## config.mk

```make
export PLATFORM = sky130hd
export DESIGN_NAME = step_sequencer
export DESIGN_NICKNAME = d
export VERILOG_FILES = /design/src/rtl/step_sequencer.sv
export SDC_FILE = /design/constraint.sdc
export NUM_CORES = 1
export LEC_CHECK = 0
export CORE_ASPECT_RATIO = 1.75
export CORE_MARGIN = 2
export CORE_UTILIZATION = 57
export DETAILED_ROUTE_END_ITERATION = 7
export PLACE_DENSITY = 0.84
export SETUP_SLACK_MARGIN = 0.2
export SYNTH_ARGS = -nofsm -noshare
export SYNTH_HDL_FRONTEND = slang
export SYNTH_SLANG_ARGS = --single-unit
```

## constraint.sdc

```tcl
create_clock -name clk -period 3.1 [get_ports clk]
set_input_delay 0.465 -clock clk [delete_from_list [all_inputs] [get_ports clk]]
set_output_delay 0.465 -clock clk [all_outputs]
set_load 0.01 [all_outputs]
```

## src/rtl/step_sequencer.sv

```systemverilog
// T0..T3 timestep sequencer with debounced single-step,
// instruction counter and 7-seg timestep display.
module step_sequencer #(
  parameter int DB_CYCLES = 500000,
  parameter int IC_W      = 8
) (
  input  logic            clk,
  input  logic            rst_n,
  input  logic            step_btn,
  input  logic            run_mode,
  input  logic            halt,
  input  logic            done,
  output logic [1:0]      tstep,
  output logic [3:0]      tstep_1h,
  output logic            advance,
  output logic [IC_W-1:0] instr_cnt,
  output logic [6:0]      hex_n
);

  localparam int CW = $clog2(DB_CYCLES + 1);
  localparam logic [CW-1:0] DB_MAX = CW'(DB_CYCLES - 1);

  logic          s1;
  logic          btn_s;
  logic          db_level;
  logic          step_pulse;
  logic [CW-1:0] db_cnt;

  logic            adv;
  logic            end_instr;
  logic [1:0]      tstep_nx;
  logic [IC_W-1:0] cnt_nx;
  logic [3:0]      oh_nx;
  logic [6:0]      hex_nx;

  always_ff @(posedge clk or negedge rst_n) begin
    if (!rst_n) begin
      s1    <= 1'b0;
      btn_s <= 1'b0;
    end else begin
      s1    <= step_btn;
      btn_s <= s1;
    end
  end

  // pulse only when a new high level is accepted
  always_ff @(posedge clk or negedge rst_n) begin
    if (!rst_n) begin
      db_cnt     <= '0;
      db_level   <= 1'b0;
      step_pulse <= 1'b0;
    end else begin
      step_pulse <= 1'b0;
      if (btn_s == db_level) begin
        db_cnt <= '0;
      end else if (db_cnt == DB_MAX) begin
        db_level   <= btn_s;
        db_cnt     <= '0;
        step_pulse <= btn_s;
      end else begin
        db_cnt <= db_cnt + 1'b1;
      end
    end
  end

  assign adv       = !halt && (run_mode || step_pulse);
  assign end_instr = done || (tstep == 2'd3);

  always_ff @(posedge clk or negedge rst_n) begin
    if (!rst_n) begin
      tstep     <= 2'd0;
      tstep_1h  <= 4'b0001;
      advance   <= 1'b0;
      instr_cnt <= '0;
      hex_n     <= 7'b1000000;
    end else begin
      tstep     <= tstep_nx;
      tstep_1h  <= oh_nx;
      advance   <= adv;
      instr_cnt <= cnt_nx;
      hex_n     <= hex_nx;
    end
  end

  always_comb begin
    tstep_nx = tstep;
    cnt_nx   = instr_cnt;
    if (adv) begin
      if (end_instr) begin
        tstep_nx = 2'd0;
        cnt_nx   = instr_cnt + 1'b1;
      end else begin
        tstep_nx = tstep + 2'd1;
      end
    end
  end

  always_comb begin
    oh_nx  = 4'b0001 << tstep_nx;
    hex_nx = 7'b1000000;
    unique case (1'b1)
      oh_nx[0]: hex_nx = 7'b1000000;
      oh_nx[1]: hex_nx = 7'b1111001;
      oh_nx[2]: hex_nx = 7'b0100100;
      oh_nx[3]: hex_nx = 7'b0110000;
      default:  hex_nx = 7'b1000000;
    endcase
  end

endmodule

```

# Yosys cells after proc, flatten, opt, wreduce, memory -nomap -nowiden
# Index checks and enable logic that the tools add are counted.
totals:
  elab_cells: 31
  input_bits: 6
  regBits: 45
classes:
  add_sub_neg: 3
  n_reduce_logical: 6
  n_mux: 7
  eq_ne: 3
  n_shift: 1
  n_bitwise: 1
op_table:
  columns: ["operator", "n"]
  rows:
  - ["19-bit two-way mux", 2]
  - ["7-bit one-hot mux with 3 select lines", 1]
  - ["19-bit by 1-bit adder with 19-bit output (second input constant)", 1]
  - ["19-bit == test (second input constant)", 1]
  - ["8-bit by 1-bit adder with 8-bit output (second input constant)", 1]
  - ["2-bit two-way mux", 2]
  - ["2-bit AND reduction", 2]
  - ["1-bit by 2-bit left shift with 4-bit output (first input constant)", 1]
  - ["2-bit by 1-bit adder with 2-bit output (second input constant)", 1]
  - ["2-bit == test (second input constant)", 1]
  - ["1-bit logical OR", 2]
  - ["1-bit two-way mux", 2]
  - ["1-bit == test", 1]
  - ["1-bit logical AND", 1]
  - ["1-bit zero test", 1]
  - ["1-bit inverter", 1]

# Longest topological paths before layout
logic_depth:
  word_depth: 6
  mapped_depth: 6

# Worst setup path after synthesis
# Ideal clock, no wire load.
synth_timing:
  path_kind: "register to register"
  from: "register db_cnt[0]"
  to: "register db_cnt[18]"
  arrival_time_ns: 1.733
  n_path_buf: 0
  setup_ns: 0.078
  period_less_slack_ns: 1.810
  setup_slack_ns: 1.290
  stages_incl_launch_ff: 6
  path_cell_list: "dfrtp_1 > ha_1 > and4_1 > nand2_1 > or4b_2 > a21oi_1"
synth_between:
  elab_chain_cells: 3
  elab_cells_between_ends: 4
synth_lines:
  columns: ["item", "line_no", "text"]
  rows:
  - ["start: declaration", "27", "logic [CW-1:0] db_cnt;"]
  - ["start signal: assignment", "61", "db_cnt <= db_cnt + 1'b1;"]
  - ["19-bit by 1-bit adder with 19-bit output or 19-bit == test (tied branches)", "61, 56", null]
  - ["19-bit two-way mux *", "56", "end else if (db_cnt == DB_MAX) begin"]
  - ["19-bit two-way mux *", "54", "if (btn_s == db_level) begin"]
# Every way passes the cells marked *; elsewhere a longest branch is shown, timed or not.
# A chain may end at the register's enable or synchronous reset.

# Worst setup path after layout
layout_timing:
  from: "register db_cnt[0]"
  to: "register db_cnt[6]"
# Same word-level chain as after synthesis.

==> results.md <==
* Status: finished clean
* CTS Sinks at 41
* Crit path kind: register to register
* First-pass GRT wire length at 5910 µm
* Fill count at 256
* Clock H-tree levels at 2
* Pwr dens at 603 mW/mm²
* Top delay family on crit path: compound AO/OA/AOI/OAI gates
* Utilization after layout at 0.712
* Count of cell types in the netlist at 35
* DRC violations left at 0
* Max Fclk at around 480 MHz
* Critical Path Sink Type: register
* Max VDD drop at 0.482 mV
* Pre-Repair DR Iteration Count at 5
* Synth warnings at 0
* Final ANT Viol Nets at 0
* Most frequent cell after synthesis: dfrtp_1
* Row count at 27
* Tot GR Track Use at 0.222
* Number of vias per cell at about 5.6
* P&R area growth vs syn at 19.8%
* Pwr Total at 1.35 mW
* Routability cong. at between 0.8 and 0.9
* Critical path buffers and inverters at 0
* I/O Pins at 28
* Initial Util at 0.595
* Initial antenna violation count at 0
* Synthesized area at 0.00187 mm²
* Data required time of the worst path at 3.24 ns
* Max-Cap Viols at 0
* Cell taking the most area after synthesis: dfrtp_1
* Final WL at 3660 µm
* Synthesized flop and latch total at 41
* Avg Inst Size Synth at between 10 and 15 µm²
* HPWL Detailed at 2710 µm
* Largest net degree at the start of global routing at 42
* Vias in the first global route at 1,410
* TritonCTS buffer count at 5
* Worst-path clk slew at 0.07 ns
* Dpl cell area at 0.00212 mm²
* Via count at around 1,400
* Hold Slack at between 0.2 and 0.3 ns
* Post-synth top flop: dfrtp_1
* Lkg Pwr at 0.963 nW
* Die Ht at 79.7 µm
* Synth area leaders: dfrtp_1, xnor2_1, nor2_1
* Number of flops mapped to enable cells by yosys at 0
* RSZ-0062 raised after global routing: no
* Die ar. at 0.00377 mm²
* Share of cells above drive strength 1 at 0.0891
* Final instance area at 0.00224 mm²
* Arrival @ worst endpoint at 2.22 ns
* Sequential area share after synthesis at 0.551
* Worst rel slew slack at 0.434
* Period minus WS final at slightly above 2 ns
* HP Class: input pin to asynchronous set/reset pin
* Hold Fails Final Rpt at 0
* Final worst path period share at 0.669
* Yosys top cell area share at 0.522
* Diode count at 0
* FFs w/ async S/R, synth at 1.00
* Storage cell area at roughly 0.0010 mm²
* Layout Nets at between 200 and 250
* Worst-path cell chain: ha_1 > and4_1 > nand2_1 > o21ai_2 > nor2_1
* Setup TNS at 0 ns
* Core Region at 0.00314 mm²
* PostCTS Resize Cnt at 0
* Slew at the pin with the worst max-slew slack at 0.849 ns
* Worst skew pair latency at 0.29 ns
* Synthesized Nets at 186
* Total gr overflow at 0
* DRT iter0 DRCs at 25
* Root Buffer: clkbuf_8
* Routed length per placed instance at 14.9 µm
* Setup Buffers After CTS at 0
* Worst-path fanout max at 18
* Slew Limit Fails at 0
* Slowest-stage cell, CP: o21ai_2
* I/O Buffers at 26
* Slowest Stage Delay on Critical Path at 0.68 ns
* Startpoint type of the worst setup path: register
* CTS max path bufs at 2
* Post-cts hold buffer count at 0
* Area of the multi-input gates at ~760 µm²
* Most frequent cells after synthesis: dfrtp_1, nor2_1, xnor2_1, nand2_1, nand4_1
* CTS tree: built
* Setup-failing EPs final at 0
* Setup Skew at 0.00412 ns
* Mapped Cells at 177
* Die X-Extent at 47.3 µm
==> power breakdown <==
| group | internal, mW | leakage (nW) | switching (mW) |
|---|---|---|---|
| clock network | 0.262 | 0.0585 | 0.171 |
| registers | 0.598 | 0.544 | 0.0585 |
| logic | 0.148 | 0.361 | 0.111 |
| total | 1.01 | 0.963 | 0.340 |
==> metal layers <==
metal | GRT usage | wire length (µm) | up-vias
met3 | 0.0475 | 169 | 13
li1 | - | - | 656
met2 | 0.396 | 2040 | 48
met4 | 0.114 | 99 | 0
met1 | 0.222 | 1340 | 666
met5 | 0 | 0 | -
==> through the flow <==
step	setup WS (ns)	instances
after floorplan	1.29	177
after global placement	1.09	237
after detailed placement	1.04	237
after CTS	1.03	245
after global routing	0.861	245
final	1.03	245
==> path summary, 6_finish.rpt <==
kind	from	endpoint	slack, ns	cells past startpoint
min in group clk	s1	btn_s	0.36	0
setup reg to reg	db_cnt[0]	db_cnt[6]	1.03	5
max in group asynchronous	rst_n	s1	2.29	1
hold / removal	rst_n	hex_n[3]	0.28	1
hold reg to reg	s1	btn_s	0.36	0
setup / recovery	db_cnt[0]	db_cnt[6]	1.03	5
==> sequential cells by signal, summed over array words and instances, names as in the netlist <==
signal      flops
hex_n           5
db_level        1
s1              1
advance         1
btn_s           1
step_pulse      1
db_cnt         19
tstep           2
instr_cnt       8
tstep_1h        2
==> final cells by class <==
| cell class | count | area share |
|---|---|---|
| Sequential cell | 41 | 0.459 |
| Timing Repair Buffer | 26 | 0.114 |
| Tap cell | 43 | 0.0240 |
| Clock buffer | 7 | 0.0386 |
| Inverter | 7 | 0.0117 |
| Multi-Input combinational cell | 120 | 0.339 |
| Clock inverter | 1 | 0.0134 |
==> placed cells by master, fill, tap and decap left out, drive strengths merged <==
| cell | instances |
|---|---|
| a21oi | 5 |
| and2 | 1 |
| and3 | 5 |
| and4 | 2 |
| buf | 1 |
| bufinv | 1 |
| clkbuf | 7 |
| clkdlybuf4s50 | 25 |
| conb | 1 |
| dfrtp | 39 |
| dfstp | 2 |
| ha | 3 |
| inv | 7 |
| mux2 | 2 |
| nand2 | 12 |
| nand3 | 9 |
| nand4 | 13 |
| nor2 | 23 |
| nor2b | 1 |
| nor3 | 1 |
| nor4 | 8 |
| nor4b | 2 |
| o21a | 1 |
| o21ai | 3 |
| o21bai | 1 |
| o31ai | 1 |
| o41ai | 1 |
| or3 | 2 |
| or4 | 1 |
| or4b | 1 |
| xnor2 | 14 |
| xor2 | 7 |
==> cells by family after synthesis <==
family | share of synthesized area
AOI/OAI and AO/OA | 0.0402
and+or+nand+nor | 0.233
xor gates and xnor gates | 0.0985
buffers and inverters | 0.0435
other | 0.00201
DFF | 0.551
muxes | 0.0121
adders and majority gates | 0.0201
No activity file was read; power rests on OpenSTA's default activity.
